`src/rtl/closest_hit_resolver.sv`:
```
// closest_hit_resolver: per-lane result FIFOs, picks nearest signed tmin hit (lowest lane on tie); optional RESOLVER_TAG_CHECK_EN.
// Latency 2 edges accept->out_valid, 1 pixel/cycle; out_ready low stalls pops, a full lane FIFO drops its in_ready.
module hit_fifo #(
  parameter int W     = 8,
  parameter int DEPTH = 4
) (
  input  logic         clk,
  input  logic         reset,
  input  logic         push,
  input  logic [W-1:0] push_dat,
  input  logic         pop,
  output logic [W-1:0] pop_dat,
  output logic         full,
  output logic         empty
);
  localparam int AW = $clog2(DEPTH);

  logic [W-1:0] mem [DEPTH];
  logic [AW:0]  wr_ptr, rd_ptr;

  // Extra pointer bit distinguishes full from empty when the indices match.
  assign full    = (wr_ptr[AW] != rd_ptr[AW]) && (wr_ptr[AW-1:0] == rd_ptr[AW-1:0]);
  assign empty   = (wr_ptr == rd_ptr);
  assign pop_dat = mem[rd_ptr[AW-1:0]];

  always_ff @(posedge clk) begin
    if (push && !full) mem[wr_ptr[AW-1:0]] <= push_dat;
  end

  always_ff @(posedge clk) begin
    if (reset) begin
      wr_ptr <= '0;
      rd_ptr <= '0;
    end else begin
      if (push && !full) wr_ptr <= wr_ptr + 1'b1;
      if (pop && !empty) rd_ptr <= rd_ptr + 1'b1;
    end
  end
endmodule

module closest_hit_resolver #(
  parameter int                 WIDTH        = 16,
  parameter int                 TAG_SIZE     = 16,
  parameter int                 OBJECT_COUNT = 3,
  parameter int                 FIFO_DEPTH   = 4,
  parameter int                 PIXEL_WIDTH  = 64,
  parameter int                 PIXEL_HEIGHT = 64,
  parameter logic [WIDTH-1:0]   MAX          = 16'h7FFF,
  parameter logic [23:0]        BG_COLOR     = 24'h000000
) (
  input  logic                             clk,
  input  logic                             reset,
  input  logic [OBJECT_COUNT-1:0]          in_valid,
  output logic [OBJECT_COUNT-1:0]          in_ready,
  input  logic [OBJECT_COUNT*TAG_SIZE-1:0] in_tag,
  input  logic [OBJECT_COUNT-1:0]          in_hit,
  input  logic [OBJECT_COUNT*WIDTH-1:0]    in_tmin,
  input  logic [OBJECT_COUNT*24-1:0]       in_color,
  output logic                             out_valid,
  input  logic                             out_ready,
  output logic [TAG_SIZE-1:0]              out_tag,
  output logic                             out_hit,
  output logic [WIDTH-1:0]                 out_tmin,
  output logic [23:0]                      out_color,
  output logic                             frame_done,
  output logic                             tag_error
);
  localparam int PIX_TOTAL = PIXEL_WIDTH * PIXEL_HEIGHT;
  localparam int CW        = $clog2(PIX_TOTAL);

  typedef struct packed {
    logic [TAG_SIZE-1:0] tag;
    logic                hit;
    logic [WIDTH-1:0]    tmin;
    logic [23:0]         color;
  } entry_t;

  entry_t                  head [OBJECT_COUNT];
  logic [OBJECT_COUNT-1:0] full, empty;
  logic                    pop, load, tags_ok, handshake;
  logic                    win_found;
  logic [WIDTH-1:0]        win_tmin;
  logic [23:0]             win_color;
  logic [CW-1:0]           pix_cnt;

  for (genvar i = 0; i < OBJECT_COUNT; i++) begin : g_lane
    entry_t push_dat;
    assign push_dat    = '{tag:   in_tag[i*TAG_SIZE +: TAG_SIZE],
                           hit:   in_hit[i],
                           tmin:  in_tmin[i*WIDTH +: WIDTH],
                           color: in_color[i*24 +: 24]};
    assign in_ready[i] = !full[i];

    hit_fifo #(.W($bits(entry_t)), .DEPTH(FIFO_DEPTH)) u_fifo (
      .clk      (clk),
      .reset    (reset),
      .push     (in_valid[i]),
      .push_dat (push_dat),
      .pop      (pop),
      .pop_dat  (head[i]),
      .full     (full[i]),
      .empty    (empty[i])
    );
  end

  assign pop       = !(|empty) && (!out_valid || out_ready);
  assign load      = pop && tags_ok;
  assign handshake = out_valid && out_ready;

  // Strict less-than keeps the lowest lane index on equal tmin.
  always_comb begin
    win_found = 1'b0;
    win_tmin  = MAX;
    win_color = BG_COLOR;
    for (int i = 0; i < OBJECT_COUNT; i++) begin
      if (head[i].hit && (!win_found || ($signed(head[i].tmin) < $signed(win_tmin)))) begin
        win_found = 1'b1;
        win_tmin  = head[i].tmin;
        win_color = head[i].color;
      end
    end
  end

`ifdef RESOLVER_TAG_CHECK_EN
  always_comb begin
    tags_ok = 1'b1;
    for (int i = 1; i < OBJECT_COUNT; i++)
      if (head[i].tag != head[0].tag) tags_ok = 1'b0;
  end

  always_ff @(posedge clk) begin
    if (reset)              tag_error <= 1'b0;
    else if (pop && !tags_ok) tag_error <= 1'b1;
  end
`else
  assign tags_ok   = 1'b1;
  assign tag_error = 1'b0;
`endif

  always_ff @(posedge clk) begin
    if (reset) begin
      out_valid <= 1'b0;
      out_tag   <= '0;
      out_hit   <= 1'b0;
      out_tmin  <= MAX;
      out_color <= BG_COLOR;
    end else if (load) begin
      out_valid <= 1'b1;
      out_tag   <= head[0].tag;
      out_hit   <= win_found;
      out_tmin  <= win_tmin;
      out_color <= win_color;
    end else if (out_ready) begin
      out_valid <= 1'b0;
    end
  end

  always_ff @(posedge clk) begin
    if (reset) begin
      pix_cnt    <= '0;
      frame_done <= 1'b0;
    end else begin
      frame_done <= handshake && (pix_cnt == CW'(PIX_TOTAL - 1));
      if (handshake) pix_cnt <= (pix_cnt == CW'(PIX_TOTAL - 1)) ? '0 : pix_cnt + 1'b1;
    end
  end
endmodule

```
`config.mk`:
```
export PLATFORM = sky130hd
export DESIGN_NAME = closest_hit_resolver
export DESIGN_NICKNAME = d
export VERILOG_FILES = /design/src/rtl/closest_hit_resolver.sv
export SDC_FILE = /design/constraint.sdc
export NUM_CORES = 1
export LEC_CHECK = 0
export ABC_AREA = 1
export CAP_MARGIN = 10
export CORE_ASPECT_RATIO = 2
export CORE_UTILIZATION = 62
export CTS_CLUSTER_DIAMETER = 100
export DETAILED_ROUTE_END_ITERATION = 10
export PLACE_DENSITY = 0.85
export SYNTH_ARGS = -nofsm -noshare
export SYNTH_HDL_FRONTEND = slang
export SYNTH_SLANG_ARGS = --single-unit
export TNS_END_PERCENT = 30
```
`constraint.sdc`:
```
create_clock -name clk -period 7.85 [get_ports clk]
set_input_delay 2.355 -clock clk [delete_from_list [all_inputs] [get_ports clk]]
set_output_delay 2.355 -clock clk [all_outputs]
set_load 0.005 [all_outputs]
```
# Word level (Yosys, flattened, before mapping)
# Memories as Yosys holds them, arrays and structs flattened. A register that Yosys moved wholly into a read port is not among the register bits.
# Cells that the tools add are included.
# op_classes
n_bitwise	0
n_mux	24
n_reduce_logical	29
div_mod_pow	0
n_mul	0
eq_ne	10
addsub	7
shift	0
magnitude_cmp	2
# op_table
op	n
$mux 24	3
$mux 16	3
$lt 16x16->1	2
$add 3x1->3 const B	6
$logic_and 1x1->1	14
$add 12x1->12 const B	1
$eq 12x12->1 const B	1
$mux 12	1
$mux 2	6
$mux 1	11
$logic_not 1->1	10
$eq 3x3->1	3
$eq 2x2->1	3
$logic_or 1x1->1	3
$ne 1x1->1	3
$reduce_or 3->1	1
$reduce_bool 2->1	1
# totals
word_cells	88
register_bits	89
memories	3
ramBits	684
latchBits	0
inputBits	177
output_inout_bits	63
mem_bits_ro	0
# mem_list
memory	depth	width	rd	rd_ports_with_merged_regs	write_ports	line_no	rtl
g_lane[0].u_fifo.mem	4	57	1	1	1	18	logic [W-1:0] mem [DEPTH];
g_lane[1].u_fifo.mem	4	57	1	1	1	18	
g_lane[2].u_fifo.mem	4	57	1	1	1	18	

# Depth between registers and ports, before layout
# logic_depth
word_depth	9
mapped_depth	39
ltp_nobuf	35

# Cells and area by module
# A second synthesis with hierarchy kept.
# unflattened
cells_unflattened	2583
hier_area_um2	31144.9
# modules_own_cells
mod	instances	cells_per_inst	area_each_um2
hit_fifo	3	627	8901.0
closest_hit_resolver	1	702	4441.8

# Worst setup path after synthesis
# No wires, ideal clock.
# synth_timing
kind	input to register
start	in in_valid[0]
end	reg g_lane[0].u_fifo.wr_ptr[2]
required_time_ps	7730
slack_ps	2414
n_path_buf	0
stages	5
t_arrival_ps	5316
path_cell_list	nand2_1 > nor2_1 > nand2_1 > nand2_1 > o21ba_2
# synth_between
elab_chain_cells	1
# synth_lines
item	line_no	rtl
from (decl)	53	input logic [OBJECT_COUNT-1:0] in_valid,
$logic_and 1x1->1	35	if (push && !full) wr_ptr <= wr_ptr + 1'b1;
to (signal assigned)	35	
to (decl)	19	logic [AW:0] wr_ptr, rd_ptr;
# No other way between the ends.
# A chain may end at the register's enable or synchronous reset.

==> flow_metrics.tcl <==
set metrics [dict create \
    regToRegEndpoint "out_color[8]$_SDFFE_PP0P_" \
    netlist_top_cells_area "edfxtp_1, dfxtp_1, o21ai_0, nor2_1, nand2_1" \
    rsz0062_at_grt "false" \
    start_util 0.6307 \
    power_density_mw_per_mm2 362.7 \
    synth_nets 2355 \
    fmax_mhz 144.6 \
    worstRegToRegCells 30 \
    worst_slew_pin_slew_ns 1.088 \
    async_flop_share 0 \
    hold_class "reg -> reg" \
    setup_tns_ns 0 \
    avgSynthCellArea_um2 12.16 \
    hold-path-endpoint "out_color[23]$_SDFFE_PP0P_" \
    min_delay_path_depth 2 \
    vias 17470 \
    status "finished clean" \
    synth_edf_count 556 \
    synthFlopType "edfxtp_1" \
    via_per_inst 6.068 \
    grt.overflow.total 0 \
    p_leak_uw 0.01061 \
    whs_ns 0.4736 \
    die_w_um 146.6 \
    area_growth_pct 16.50 \
    cpMostUsedCell "nand2_1" \
    grt_pass1_wl_mm 94.79 \
    clock_latency_ns 0.59 \
    final_hold_viol_count 0 \
    end_kind "flop" \
    ys_seq_elements 651 \
    syn-instance-count 2132 \
    path_clk_slew_ns 0.07 \
    critPathTopFamily "simple AND/OR/NAND/NOR gates" \
    core_area_mm2 0.04112 \
    max-clock-path-buffers 3 \
    drtIter0Drc 1846 \
    routed_wirelength_mm 60.67 \
    yosys.area_share.simple 0.1039 \
    fill_cells 2518 \
    postCtsSetupRepairBufs 0 \
    drv_slew 0 \
    slowest_stage "buf_4" \
    portBuffers 206 \
    critical_path_required_ns 8.29 \
    root_buffer "clkbuf_16" \
    grt_start_max_net_pins 84 \
    grt_pass1_vias 17592 \
    ant_nets 0 \
    synth_mux_area_frac 0 \
    mostFrequentLayoutCells "edfxtp_1, nor2_1, nand2_1, o21ai_0, clkdlybuf4s50_1" \
    slowest_delay_ns 0.68 \
    yosysSeqAreaShare 0.7171 \
    crit_type "reg -> reg" \
    h-tree-depth 2 \
    hp-start "out_color[23]$_SDFFE_PP0P_" \
    cts_inserted_buffers 51 \
    cts_hold_buf 0 \
    synth_compound_area_frac 0.1228 \
    syn_area_mm2 0.02593 \
    layout-drive-gt1-share 0.06512 \
    grt_antenna_before_repair 9 \
    slew_headroom 0.2742 \
    synth_top_family_by_area "compound AO/OA/AOI/OAI gates" \
    start_kind "flop" \
    die-height_um 291.2 \
    synth_top_area_share 0.6438 \
    fin_crit_sh 0.8811 \
    row_count 105 \
    maxCapViolCount 0 \
    gp_congestion 0.8358 \
    synth_xor_area_frac 0.002702 \
    routedWlPerCell_um 21.07 \
    fin_worst_skew_ns 0.01390 \
    ys_warn_count 0 \
    final_common_cell "edfxtp_1" \
    min_period_ns 6.917 \
    vdd_drop_max_mv 0.3985 \
    critPathMaxFanout 80 \
    first_pass_iters 8 \
    cts_resized 0 \
    synth_top_cell_by_area "edfxtp_1" \
    ff2ff_setup_slack_ns 0.93 \
    final-setup-viol-count 0 \
    crit_buf_inv 3 \
    dp_hpwl_mm 38.40 \
    dieArea_mm2 0.04270 \
    synthAdderAreaFrac 0.02219 \
    clock-sinks 651 \
    nets 2514 \
    cts_tree "done" \
    grtUsageTotal 0.2887 \
    critPathArrivalTime_ns 7.35 \
    drcViolationCount 0 \
    synth.distinct_cells 43 \
    io_pins 240 \
]
[metrics by stage]
stage / utilization / worst slack (ns) / instances / total power [uW] / instance area [um2]
2_1_floorplan: - / 2.414 / 2132 / 6984 / 25930
3_3_place_gp: 0.6916 / 1.336 / 2773 / 8123 / 28440
3_5_place_dp: 0.6916 / 1.138 / 2773 / 8288 / 28440
4_1_cts: 0.7342 / 1.060 / 2869 / 10950 / 30190
5_1_grt: 0.7347 / 0.4881 / 2878 / 11560 / 30210
6_report: 0.7348 / 0.9335 / 2879 / 10960 / 30210
[power by group]
part / switching (uW) / internal (uW)
registers: 214 / 4060
logic: 2690 / 1340
clock network: 1170 / 1490
total: 4070 / 6890
[synth_stat cells (all sizes together), types with 2 or more instances]
cell type  count
o21a           2
o21ai        260
nand4          4
clkbuf       103
and3           3
xor2           4
o22ai         81
ha            46
a211oi         3
nor4           2
nand2        286
nor3           9
a22oi          9
inv           71
nand3         71
a221oi        15
a32o          25
a21o          13
a31oi         17
a21oi        128
dfxtp         95
nor2         293
edfxtp       556
xnor2          4
buf           25
[flip-flops by register name, summed over array words and instances, names as in the netlist, named ones only]
name	count
frame_done	1
g_lane.u_fifo.mem	556
g_lane.u_fifo.rd_ptr	9
g_lane.u_fifo.wr_ptr	9
out_color	24
out_hit	1
out_tag	16
out_tmin	16
out_valid	1
pix_cnt	12
[cell type report]
cell class	instances	area, um2	area share
antenna	10	25.02	0.0008282
inverter	72	272.8	0.009028
tap	535	669.4	0.02216
clock buffer	67	1429	0.04729
clock inverter	29	321.6	0.01064
multi-input combinational	1281	6624	0.2192
timing repair buffer	234	2267	0.07504
sequential	651	18610	0.6158
[worst max-delay path by stage]
| stage | start | slack [ns] | endpoint | cells after the start |
|---|---|---|---|---|
| 6_report | flop | 0.93 | out_color[8]$_SDFFE_PP0P_ | 30 |
| 5_1_grt | flop | 0.49 | out_color[8]$_SDFFE_PP0P_ | 33 |
| 4_1_cts | flop | 1.06 | out_color[8]$_SDFFE_PP0P_ | 30 |
| 3_5_place_dp | flop | 1.14 | out_color[23]$_SDFFE_PP0P_ | 30 |
| 3_3_place_gp | flop | 1.34 | out_color[23]$_SDFFE_PP0P_ | 30 |
| 2_1_floorplan | in_valid[0] | 2.41 | g_lane[0].u_fifo.wr_ptr[2]$_SDFFE_PP0P_ | 5 |
[metal layers]
| metal | GRT usage | wire (um) |
|---|---|---|
| met5 | 0 | 13 |
| met4 | 0.1382 | 2337 |
| met3 | 0.04201 | 4772 |
| met2 | 0.5041 | 31940 |
| met1 | 0.3500 | 21610 |
[worst reg2reg max path, delay by kind of cell, from the launching register on]
kind                       cells  cell delay, ns
AOI/OAI and AO/OA              7            1.73
adders and majority gates      2            0.69
buffers and inverters          3            1.18
DFF                            1            0.51
and+or+nand+nor               18            2.66
[kinds of logic (layout without fill, tap and decap cells)]
kind of cell / count (synthesis) / in the layout
AND/OR/NAND/NOR: 669 / 669
flip-flops: 651 / 651
AO/OA/AOI/OAI: 557 / 557
buffers and inverters: 200 / 402
adder cells (fa/ha/maj): 46 / 46
XOR/XNOR: 8 / 8
other: 1 / 11
Note: power is estimated with default switching activity, not from simulation.
